===== src/rtl/soundgen_note_player_if.sv =====
// Pattern-write, playback-control and audio-status bundle for the note player.
// The master (controller) drives writes and commands; the slave (player) returns audio and status.
interface soundgen_note_player_if #(
  parameter int DIV_BW  = 8,
  parameter int DUR_BW  = 4,
  parameter int ADDR_BW = 3
);
  logic               wr_en;
  logic [ADDR_BW-1:0] wr_addr;
  logic [DIV_BW-1:0]  wr_period;
  logic [DUR_BW-1:0]  wr_dur;
  logic [ADDR_BW:0]   len;
  logic               loop;
  logic               start;
  logic               stop;
  logic               tone;
  logic               busy;
  logic [ADDR_BW-1:0] note_idx;
  logic               done;

  modport master (
    output wr_en, wr_addr, wr_period, wr_dur, len, loop, start, stop,
    input  tone, busy, note_idx, done
  );

  modport slave (
    input  wr_en, wr_addr, wr_period, wr_dur, len, loop, start, stop,
    output tone, busy, note_idx, done
  );
endinterface


===== src/rtl/soundgen_note_player.sv =====
// Note pattern player: plays (half-period, duration) entries from a small writable store
// as a square wave, one FETCH cycle per note followed by dur*TICK PLAY cycles.
module soundgen_note_player #(
  parameter int DIV_BW  = 8,
  parameter int DUR_BW  = 4,
  parameter int ADDR_BW = 3,
  parameter int TICK    = 4
) (
  input  logic                 clk_i,
  input  logic                 rst_i,
  soundgen_note_player_if.slave bus
);
  localparam int DEPTH   = 2 ** ADDR_BW;
  localparam int TICK_BW = (TICK > 1) ? $clog2(TICK) : 1;
  localparam logic [TICK_BW-1:0] TICK_LAST = TICK_BW'(TICK - 1);
  localparam logic [ADDR_BW:0]   LEN_MAX   = (ADDR_BW + 1)'(DEPTH);

  typedef enum logic [1:0] {IDLE, FETCH, PLAY} state_t;

  state_t             state;
  logic [DIV_BW-1:0]  period_mem [DEPTH];
  logic [DUR_BW-1:0]  dur_mem    [DEPTH];
  logic [ADDR_BW:0]   len_q;
  logic [ADDR_BW-1:0] idx;
  logic [DIV_BW-1:0]  period_q;
  logic [DUR_BW-1:0]  dur_q;
  logic [DIV_BW-1:0]  div_cnt;
  logic [TICK_BW-1:0] tick_cnt;
  logic [DUR_BW-1:0]  dur_cnt;
  logic               tone_q;
  logic               busy_q;
  logic               done_q;
  logic               last_cycle;
  logic               idx_last;

  function automatic logic [ADDR_BW:0] clamp_len(input logic [ADDR_BW:0] l);
    return (l > LEN_MAX) ? LEN_MAX : l;
  endfunction

  function automatic logic [DUR_BW-1:0] dur_floor(input logic [DUR_BW-1:0] d);
    return (d == '0) ? DUR_BW'(1) : d;
  endfunction

  assign last_cycle = (tick_cnt == TICK_LAST) && (dur_cnt == dur_q - DUR_BW'(1));
  assign idx_last   = ({1'b0, idx} == len_q - (ADDR_BW + 1)'(1));

  always_ff @(posedge clk_i) begin
    if (rst_i) begin
      state    <= IDLE;
      len_q    <= '0;
      idx      <= '0;
      period_q <= '0;
      dur_q    <= '0;
      div_cnt  <= '0;
      tick_cnt <= '0;
      dur_cnt  <= '0;
      tone_q   <= 1'b0;
      busy_q   <= 1'b0;
      done_q   <= 1'b0;
      for (int i = 0; i < DEPTH; i++) begin
        period_mem[i] <= '0;
        dur_mem[i]    <= '0;
      end
    end else begin
      done_q <= 1'b0;
      // The store is written regardless of state; a note already fetched is unaffected.
      if (bus.wr_en) begin
        period_mem[bus.wr_addr] <= bus.wr_period;
        dur_mem[bus.wr_addr]    <= bus.wr_dur;
      end
      case (state)
        IDLE: begin
          if (bus.start && !bus.stop && (bus.len != '0)) begin
            len_q  <= clamp_len(bus.len);
            idx    <= '0;
            busy_q <= 1'b1;
            state  <= FETCH;
          end
        end
        FETCH: begin
          if (bus.stop) begin
            state  <= IDLE;
            busy_q <= 1'b0;
            tone_q <= 1'b0;
            idx    <= '0;
          end else begin
            period_q <= period_mem[idx];
            dur_q    <= dur_floor(dur_mem[idx]);
            div_cnt  <= '0;
            tick_cnt <= '0;
            dur_cnt  <= '0;
            tone_q   <= 1'b0;
            state    <= PLAY;
          end
        end
        PLAY: begin
          if (bus.stop) begin
            state  <= IDLE;
            busy_q <= 1'b0;
            tone_q <= 1'b0;
            idx    <= '0;
          end else if (last_cycle) begin
            tone_q <= 1'b0;
            if (!idx_last) begin
              idx   <= idx + ADDR_BW'(1);
              state <= FETCH;
            end else if (bus.loop) begin
              idx   <= '0;
              state <= FETCH;
            end else begin
              busy_q <= 1'b0;
              done_q <= 1'b1;
              state  <= IDLE;
            end
          end else begin
            if (tick_cnt == TICK_LAST) begin
              tick_cnt <= '0;
              dur_cnt  <= dur_cnt + DUR_BW'(1);
            end else begin
              tick_cnt <= tick_cnt + TICK_BW'(1);
            end
            // A zero half-period is a rest: divider and tone stay idle.
            if (period_q != '0) begin
              if (div_cnt == period_q - DIV_BW'(1)) begin
                div_cnt <= '0;
                tone_q  <= ~tone_q;
              end else begin
                div_cnt <= div_cnt + DIV_BW'(1);
              end
            end
          end
        end
        default: state <= IDLE;
      endcase
    end
  end

  assign bus.tone     = tone_q;
  assign bus.busy     = busy_q;
  assign bus.note_idx = idx;
  assign bus.done     = done_q;
endmodule


===== src/flat_wrapper.sv =====
// flat-port wrapper written by rule: the top's interface ports become plain ports
module soundgen_note_player_flat 
#(
  parameter int DIV_BW  = 8,
  parameter int DUR_BW  = 4,
  parameter int ADDR_BW = 3,
  parameter int TICK    = 4
)
  (clk_i, rst_i, bus_wr_en, bus_wr_addr, bus_wr_period, bus_wr_dur, bus_len, bus_loop, bus_start, bus_stop, bus_tone, bus_busy, bus_note_idx, bus_done);
  soundgen_note_player_if #(.DIV_BW(DIV_BW), .DUR_BW(DUR_BW), .ADDR_BW(ADDR_BW)) bus_i ();
  input  logic clk_i;
  input  logic rst_i;
  input wire logic [$bits(bus_i.wr_en)-1:0] bus_wr_en;
  input wire logic [$bits(bus_i.wr_addr)-1:0] bus_wr_addr;
  input wire logic [$bits(bus_i.wr_period)-1:0] bus_wr_period;
  input wire logic [$bits(bus_i.wr_dur)-1:0] bus_wr_dur;
  input wire logic [$bits(bus_i.len)-1:0] bus_len;
  input wire logic [$bits(bus_i.loop)-1:0] bus_loop;
  input wire logic [$bits(bus_i.start)-1:0] bus_start;
  input wire logic [$bits(bus_i.stop)-1:0] bus_stop;
  output wire logic [$bits(bus_i.tone)-1:0] bus_tone;
  output wire logic [$bits(bus_i.busy)-1:0] bus_busy;
  output wire logic [$bits(bus_i.note_idx)-1:0] bus_note_idx;
  output wire logic [$bits(bus_i.done)-1:0] bus_done;
  assign bus_i.wr_en = bus_wr_en;
  assign bus_i.wr_addr = bus_wr_addr;
  assign bus_i.wr_period = bus_wr_period;
  assign bus_i.wr_dur = bus_wr_dur;
  assign bus_i.len = bus_len;
  assign bus_i.loop = bus_loop;
  assign bus_i.start = bus_start;
  assign bus_i.stop = bus_stop;
  assign bus_tone = bus_i.tone;
  assign bus_busy = bus_i.busy;
  assign bus_note_idx = bus_i.note_idx;
  assign bus_done = bus_i.done;
  soundgen_note_player #(.DIV_BW(DIV_BW), .DUR_BW(DUR_BW), .ADDR_BW(ADDR_BW), .TICK(TICK)) u_core (.clk_i(clk_i), .rst_i(rst_i), .bus(bus_i));
endmodule

===== config.mk =====
export PLATFORM = sky130hd
export DESIGN_NAME = soundgen_note_player_flat
export DESIGN_NICKNAME = d
export VERILOG_FILES = /design/src/rtl/soundgen_note_player_if.sv /design/src/rtl/soundgen_note_player.sv /design/src/flat_wrapper.sv
export SDC_FILE = /design/constraint.sdc
export NUM_CORES = 1
export LEC_CHECK = 0
export CORE_UTILIZATION = 47
export CTS_CLUSTER_DIAMETER = 200
export DETAILED_ROUTE_END_ITERATION = 7
export PLACE_DENSITY = 0.74
export SETUP_SLACK_MARGIN = 0.2
export SYNTH_ARGS = -nofsm -noshare
export SYNTH_HDL_FRONTEND = slang
export SYNTH_SLANG_ARGS = --single-unit

===== constraint.sdc =====
create_clock -name clk_i -period 3.2 [get_ports clk_i]
set_clock_uncertainty 0.2 [all_clocks]
set_input_delay 0.64 -clock clk_i [delete_from_list [all_inputs] [get_ports clk_i]]
set_output_delay 0.64 -clock clk_i [all_outputs]
set_load 0.005 [all_outputs]

**After elaboration in Yosys (flattened, before gate mapping)**

Memories as Yosys holds them, arrays and structs flattened. A register that Yosys moved wholly into a read port is not among the register bits.
Index checks and enable logic that the tools add are counted.

- Input bits: 25
- RAM bits: 96
- Flip-flop bits (word level): 30
- Word-level logic and storage cells: 124
- Memories: 2
- Output and inout bits: 6

Memory list:

| name | words | width | rd ports | clocked after memory_dff | wr ports | RTL line | source |
|---|---|---|---|---|---|---|---|
| u_core.period_mem | 8 | 8 | 1 | 1 | 8 | soundgen_note_player.sv:21 | `logic [DIV_BW-1:0] period_mem [DEPTH];` |
| u_core.dur_mem | 8 | 4 | 1 | 1 | 8 | soundgen_note_player.sv:22 | `logic [DUR_BW-1:0] dur_mem [DEPTH];` |

- Multiplexer cells: 58
- Reduce and logical (&&, ||, !) cells: 22
- $lt $le $gt $ge: 1
- Bitwise operators: 5
- $add $sub $neg: 7
- Equal/unequal tests: 19

Operator list:

| operator | number |
|---|---|
| $mux 8 | 6 |
| $mux 3 | 10 |
| $mux 4 | 7 |
| $mux 1 | 19 |
| $mux 2 | 9 |
| $pmux 8 s2 | 1 |
| $reduce_and 5->1 | 3 |
| $pmux 3 s3 | 1 |
| $add 8x1->8 const B | 1 |
| $eq 8x8->1 | 1 |
| $ne 2x2->1 const B | 4 |
| $ne 4x2->1 const B | 2 |
| $pmux 4 s2 | 1 |
| $reduce_bool 8->1 | 1 |
| $reduce_or 8->1 | 1 |
| $sub 4x1->4 const B | 2 |
| $sub 8x1->8 const B | 1 |
| $ne 2x1->1 const B | 3 |
| $ne 3x2->1 const B | 2 |
| $pmux 2 s3 | 1 |
| $reduce_and 2->1 | 3 |
| $reduce_and 6->1 | 1 |
| $not 1->1 | 5 |
| $reduce_or 5->1 | 1 |
| 23 further kinds | 26 |

**Logic depth before layout (Yosys ltp)**

Gate-level depths: netlist of run 1.

- Word-level depth: 8
- Gate-level depth with buffers: 8
- Mapped depth without buffers: 8

**Least setup slack after synthesis of run 1**

OpenSTA, ideal clock, no wires.

- Path kind: register -> register
- From: reg u_core.dur_q[0]
- To: reg (tool-made name)
- Cell stages (with the launch flop): 9
- Required time: 2.879 ns
- Setup time: 0.121 ns
- Slack: 0.887 ns
- Buffers on the path: 0
- Period minus slack after synthesis: 2.313 ns
- Arrival: 1.993 ns
- Path through: dfxtp_1 > inv_1 > ha_1 > xor2_1 > and4_1 > and2_1 > o211ai_1 > nor2_1 > mux2_2

RTL lines:

| element | RTL line | source |
|---|---|---|
| from (decl) | soundgen_note_player.sv:26 | `logic [DUR_BW-1:0] dur_q;` |
| from (signal assigned) | soundgen_note_player.sv:88 | `dur_q <= dur_floor(dur_mem[idx]);` |

**Final worst setup path of run 1**

- From: reg u_core.dur_q[0]
- To: reg u_core.idx[0] (netlist: u_core.bus.note_idx[0])

- Longest elaborated chain between the ends: 5

Ends and longest elaborated chain:

| element | RTL line | source |
|---|---|---|
| $sub 4x1->4 | soundgen_note_player.sv:44 | `assign last_cycle = (tick_cnt == TICK_LAST) && (dur_cnt == dur_q - DUR_BW'(1));` |
| $eq 4x4->1 | soundgen_note_player.sv:44 |  |
| $logic_and 1x1->1 | soundgen_note_player.sv:44 |  |
| $ne 3x2->1 (no source line) | - |  |
| $reduce_and 5->1 (no source line) | - |  |
| to (signal assigned) | soundgen_note_player.sv:105 | `idx <= idx + ADDR_BW'(1);` |
| to (decl) | soundgen_note_player.sv:24 | `logic [ADDR_BW-1:0] idx;` |

No other way between the ends.
A chain may end at the register's enable or synchronous reset.

==> results of run 1 <==
cells by family after synthesis:
group           synth area share [%]
simple gates                    19.5
flops                           56.1
compound gates                  6.39
buf+inv                         2.45
mux                             9.75
xor+xnor                        3.74
fa+ha+maj                       2.09
sequential cells by signal, summed over array words and instances, names as in the netlist, named ones only:
| signal | flops |
|---|---|
| u_core.bus.busy | 1 |
| u_core.bus.done | 1 |
| u_core.bus.note_idx | 3 |
| u_core.bus.tone | 1 |
| u_core.div_cnt | 8 |
| u_core.dur_cnt | 4 |
| u_core.dur_mem | 32 |
| u_core.dur_q | 4 |
| u_core.len_q | 4 |
| u_core.period_mem | 64 |
| u_core.period_q | 8 |
| u_core.state | 2 |
| u_core.tick_cnt | 2 |
layout make-up:
cell class | count | area [sq um]
clock buffers | 17 | 425
clock inverters | 13 | 133
fillers | 1102 | 5780
inverters | 14 | 52.6
multi-input cells | 358 | 2730
flip-flops and latches | 137 | 3700
well taps | 176 | 220
repair buffers | 44 | 405
power groups by stage:
| stage | Combinational [mW] | Sequential (mW) | Clock, mW |
|---|---|---|---|
| after floorplan | 0.342 | 2.09 | 0 |
| after global placement | 0.462 | 2.10 | 0 |
| after detailed placement | 0.478 | 2.11 | 0 |
| final | 0.484 | 2.07 | 1.86 |
| after CTS | 0.484 | 2.07 | 1.87 |
| after global routing | 0.530 | 2.09 | 1.96 |
stage by stage:
step           instances  total power, mW  hold slack (ps)  worst slack [ps]
2_1_floorplan        537             2.43              253               887
3_3_place_gp         729             2.56              263               370
3_5_place_dp         729             2.59              281               327
4_1_cts              759             4.43              288               604
5_1_grt              759             4.57              330               425
6_report             759             4.42              289               576
synth_stat cells, types with 7 or more instances:
master	n	share of area (%)
edfxtp_1	96	44
a21oi_1	14	1.1
a311oi_1	8	1.1
dfxtp_1	41	12
clkbuf_1	24	1.4
nand3_1	8	0.61
ha_1	11	2.1
nand2_1	26	1.5
mux4_2	24	8.2
inv_1	13	0.74
and2_1	98	9.3
xor2_1	19	2.5
nand2b_1	7	0.66
mux2i_1	8	1.2
nor3_1	15	1.1
o21ai_0	10	0.76
nor2_1	36	2.0
or2_2	8	0.76
routing by layer:
metal	part of all wire, %	vias to the layer above	global-route usage, %	routed length, um
met5	0.094	-	0	13
met4	1.7	2	7.02	232
met3	5.7	24	6.04	783
met2	52	115	35.6	7090
met1	41	2011	25.4	5640
li1	-	2023	-	-
worst paths after layout:
check                                                            to  slack, ps  cells past startpoint
worst max-delay path            u_core.bus.note_idx[0]$_SDFFE_PP0P_        580                      8
worst min register to register      u_core.tick_cnt[1]$_SDFFE_PP0P_        290                      2
worst max register to register  u_core.bus.note_idx[0]$_SDFFE_PP0P_        580                      8
worst min-delay path                u_core.tick_cnt[1]$_SDFFE_PP0P_        290                      2
critical path, stage by stage, from the launching register on:
cell and delay [ps]:
dfxtp_1 400, inv_1 70, ha_1 310, xor2_1 120, and4_1 280, and2_1 200
o211ai_1 200, nor2_1 360, mux2_2 390
==> impl_metrics.py, run 1 <==
metrics = {
    "setup_path": {
        "worstSetupPathType": "flip-flop to flip-flop",
        "start_kind": "flip-flop",
        "rr_startpoint": "u_core.dur_q[0]$_SDFFE_PP0P_",
        "crit_arrival_ps": 2720,
        "cp_max_fo": 4,
        "endpoint_kind": "flip-flop",
        "critPathRequiredTime_ps": 3300,
        "startpoint": "u_core.dur_q[0]$_SDFFE_PP0P_",
    },
    "sta": {
        "rsz0062_at_grt": "no",
        "hold_viol": 0,
        "slew_headroom_pct": 60.2,
        "period_share_pct": 82.0,
        "max_freq_mhz": 381,
        "tightest_slew_ps": 593,
        "fin_crit_ps": 2620,
        "slew_violations": 0,
        "tns_ps": 0,
        "setup_viol": 0,
    },
    "yosys": {
        "ys_ff_latch": 137,
        "synthFlopType": "edfxtp_1",
        "synth_edf_count": 96,
        "syn_nets": 573,
        "ys_types": 52,
        "yosysSeqAreaShare_pct": 56.1,
        "syn_area_sq_mm": 0.00660,
        "async_flop_share_pct": 0,
        "yosysWarnings": 0,
        "avgSynthCellArea_sq_um": 12.3,
        "syn_inst": 537,
    },
    "floorplanning": {
        "dieArea_sq_mm": 0.0145,
        "rows": 42,
        "die_w_um": 120,
        "core_sq_mm": 0.0135,
        "dieHeight_um": 120,
        "start_util_pct": 49.0,
        "num_io_pins": 31,
    },
    "clock_network": {
        "clock_tree.root_cell": "clkbuf_16",
        "clk_pin_slew_ps": 50,
        "cts.path.max_buffers": 2,
        "cts_num_sinks": 137,
        "htree_levels": 4,
        "postCtsSetupBuffers": 0,
        "tritoncts": "done",
        "cts_resized": 0,
        "insertion_delay_ps": 420,
        "ctsHoldBuffers": 0,
        "cts_buffers": 17,
    },
    "route": {
        "viasPerCell": 5.50,
        "antenna_left": 0,
        "via_count": 4175,
        "drt-total-wl_um": 13800,
        "drc": 0,
        "drt_iter0_drc": 389,
        "drtPass1Iterations": 5,
        "wl_per_cell_um": 18.1,
    },
    "final_layout": {
        "drive_gt1_share_pct": 14.4,
        "post-route-util_pct": 57.0,
        "area_delta_synth_final_pct": 16.3,
        "antenna_cells": 0,
        "layout_common_cells": "and2_1, edfxtp_1, dfxtp_1",
        "final_common_cell": "and2_1",
        "fin_nets": 608,
        "design_area_sq_mm": 0.00767,
    },
    "pwr": {
        "swShare_pct": 24.2,
        "p_per_area_mw_per_mm2": 576,
        "pwr-share-clk_pct": 42.1,
        "pwr-share-comb_pct": 11.0,
        "p_int_mw": 3.35,
        "p_leak_nw": 2.72,
        "vdd_drop_max_uv": 452,
        "power_switching_mw": 1.07,
        "power.share.sequential_pct": 46.9,
    },
    "global_route": {
        "grt_max_degree": 43,
        "grt_pass1_wl_um": 22300,
        "grt-ovfl-total": 0,
        "antenna_found_initial": 1,
        "track_usage_pct": 20.9,
        "grt_pass1_vias": 4320,
    },
    "place": {
        "hpwlAfterDp_um": 9410,
        "io_buffers": 30,
        "placed_cell_area_sq_mm": 0.00711,
        "gp_congestion": 0.811,
    },
    "worst_hold_path": {
        "holdCritStartpoint": "u_core.tick_cnt[1]$_SDFFE_PP0P_",
        "min_path_type": "flip-flop to flip-flop",
    },
    "status": {
        "status": "finished, final reports clean",
    },
    "run": {
        "cap_violations": 0,
    },
}
(Power assumes the default switching activity.)
==> inputs of run 2 (changes only) <==
--- a/config.mk
+++ b/config.mk
@@ -8,7 +8,7 @@
 export CORE_UTILIZATION = 47
 export CTS_CLUSTER_DIAMETER = 200
 export DETAILED_ROUTE_END_ITERATION = 7
-export PLACE_DENSITY = 0.74
+export PLACE_DENSITY = 0.76
 export SETUP_SLACK_MARGIN = 0.2
 export SYNTH_ARGS = -nofsm -noshare
 export SYNTH_HDL_FRONTEND = slang
==> constraint.sdc (replaced) <==
create_clock -name clk_i -period 2.3 [get_ports clk_i]
set_clock_uncertainty 0.2 [all_clocks]
set_input_delay 0.46 -clock clk_i [delete_from_list [all_inputs] [get_ports clk_i]]
set_output_delay 0.46 -clock clk_i [all_outputs]
set_load 0.005 [all_outputs]
==> run 2 against run 1 <==
  * Via count rose by 4.2%
  * Global-route usage is 0.69 points lower
  * Cell count grew 5.0%
  * Sequential share of layout area shrank 3.4 points
  * Worst hold slack worse by 6.4 ps
  * Power up 48%
  * Sequential power increased by 39%
  * Non-clock buffer count up 37
  * First-iteration DRC count fell by 6.4%
  * Largest power group unchanged
==> impl_metrics.py, run 2 (synthesis gave the netlist of run 1 again) <==
metrics = {
    "worst_hold_path": {
        "min_path_type": "flip-flop to flip-flop",
        "min_to": "u_core.state[0]$_SDFFE_PP0P_",
        "holdCritStartpoint": "u_core.state[0]$_SDFFE_PP0P_",
        "holdPathStages": 2,
    },
    "final_layout": {
        "layout_common_cells": "and2_1, edfxtp_1, buf_4",
        "area_delta_synth_final_pct": 25.7,
        "antenna_cells": 0,
        "largest_reg_flops": 64,
        "final_common_cell": "and2_1",
        "multiInputGateArea_sq_mm": 0.00296,
        "fill_cells": 1013,
        "fin_nets": 645,
        "final_cells": 797,
        "reg.largest.list": "u_core.period_mem (64), u_core.dur_mem (32)",
        "seq_area_sq_mm": 0.00372,
        "regMostFlops": "u_core.period_mem",
        "drive_gt1_share_pct": 27.2,
    },
    "place": {
        "hpwlAfterDp_um": 9760,
        "io_buffers": 30,
        "gp_congestion": 0.817,
        "placed_cells": 760,
    },
    "pwr": {
        "vdd_drop_max_uv": 825,
        "p_leak_nw": 3.00,
        "p_total_mw": 6.54,
        "p_per_area_mw_per_mm2": 789,
    },
    "clock_network": {
        "insertion_delay_ps": 410,
        "cts_buffers": 17,
        "clk_pin_slew_ps": 60,
        "clock_tree.root_cell": "clkbuf_16",
        "ctsHoldBuffers": 0,
        "htree_levels": 4,
        "tritoncts": "done",
        "cts.path.max_buffers": 2,
        "cts_num_sinks": 137,
    },
    "setup_path": {
        "reg2reg_to": "u_core.div_cnt[5]$_SDFFE_PP0P_",
        "rr_startpoint": "u_core.dur_cnt[2]$_SDFFE_PP0P_",
        "crit_arrival_ps": 2370,
        "start_kind": "flip-flop",
        "endpoint_kind": "flip-flop",
        "worstRegToRegCells": 8,
        "cp_max_fo": 6,
        "worstSetupPathType": "flip-flop to flip-flop",
        "r2r_setup_slack_ps": 40,
        "critPathRequiredTime_ps": 2400,
    },
    "global_route": {
        "grt_pass1_wl_um": 22000,
        "grt-ovfl-total": 0,
        "grt_pass1_vias": 4411,
        "track_usage_pct": 20.2,
        "grt_max_degree": 25,
        "antenna_found_initial": 0,
    },
    "floorplanning": {
        "start_util_pct": 49.0,
        "num_io_pins": 31,
        "core_sq_mm": 0.0135,
        "dieArea_sq_mm": 0.0145,
        "dieHeight_um": 120,
        "die_w_um": 120,
        "rows": 42,
    },
    "sta": {
        "rsz0062_at_grt": "yes",
        "setup_viol": 0,
        "max_freq_mhz": 442,
        "tightest_slew_ps": 491,
        "fin_crit_ps": 2260,
        "slew_violations": 0,
        "hold_viol": 0,
        "period_share_pct": 98.4,
        "slew_headroom_pct": 67.0,
    },
    "route": {
        "viasPerCell": 5.46,
        "drt_iter0_drc": 364,
        "antenna_left": 0,
        "wl_per_cell_um": 17.2,
        "drtPass1Iterations": 5,
        "drt-total-wl_um": 13700,
        "drc": 0,
        "via_count": 4351,
    },
    "status": {
        "status": "finished, final reports clean",
    },
    "run": {
        "cap_violations": 0,
    },
}
run 2: cell types whose count changed in the layout (fill, tap and decap cells not counted), sizes merged:
cell and delta:
buf +37, inv +3, clkinvlp -2, clkinv -1, bufinv +1
run 2: layout make-up:
class	instances	area share [%]
Sequential cell	137	44.8
Clock inverter	14	2.07
Inverter	14	0.634
Clock buffer	17	5.13
Tap cell	176	2.66
Timing Repair Buffer	81	8.98
Multi-Input combinational cell	358	35.7
run 2: layer usage:
metal  up-vias  track usage (%)  wire (um)
li1       2089                -          -
met1      2148             25.0       5960
met2        96             33.9       7020
met3        18             5.57        498
met4         0             7.33        210
met5         -                0          0
run 2: worst max-delay path by stage:
stage / slack, ps / cells past startpoint / end / startpoint
6_report: 40 / 8 / u_core.div_cnt[5]$_SDFFE_PP0P_ / u_core.dur_cnt[2]$_SDFFE_PP0P_
5_1_grt: -40 / 8 / u_core.div_cnt[5]$_SDFFE_PP0P_ / u_core.dur_cnt[2]$_SDFFE_PP0P_
4_1_cts: 70 / 8 / u_core.bus.note_idx[0]$_SDFFE_PP0P_ / u_core.dur_q[0]$_SDFFE_PP0P_
3_5_place_dp: -210 / 4 / u_core.dur_mem[2][1]$_SDFFCE_PN0P_ / rst_i
3_3_place_gp: -170 / 4 / u_core.dur_mem[3][1]$_SDFFCE_PN0P_ / rst_i
2_1_floorplan: 100 / 8 / flip-flop / u_core.dur_q[0]$_SDFFE_PP0P_
run 2: critical path, cell delays in order, from the launching register on:
cell and delay, ps:
dfxtp_2 350, xnor3_1 390, and4_4 200, buf_4 130
a211oi_2 300, buf_6 190, o2111ai_2 120, xor2_1 230
nor2_2 40
run 2: power breakdown:
| part | leakage (nW) | switching, mW | internal [mW] |
|---|---|---|---|
| clock network | 0.288 | 1.05 | 1.70 |
| registers | 1.26 | 0.0812 | 2.80 |
| logic | 1.45 | 0.466 | 0.435 |
run 2: what timing repair did:
action | CTS | global route
resized for setup | 22 | 31
endpoints found under the setup margin | 24 | 59
buffers inserted | 2 | 4
pin swaps | 13 | 16
endpoints found under the hold margin | 0 | 0
run 2: through the flow:
| step | instance area (sq um) | setup slack, ps | TNS (ps) | hold slack [ps] | util, % |
|---|---|---|---|---|---|
| 2_1_floorplan | 6640 | 100 | 0 | 253 | - |
| 3_3_place_gp | 7440 | -170 | -9950 | 265 | 55.3 |
| 3_5_place_dp | 7440 | -208 | -12810 | 281 | 55.3 |
| 4_1_cts | 8120 | 74.3 | 0 | 286 | 60.4 |
| 5_1_grt | 8290 | -42.5 | -70.8 | 301 | 61.6 |
| 6_report | 8290 | 36.4 | 0 | 283 | 61.6 |
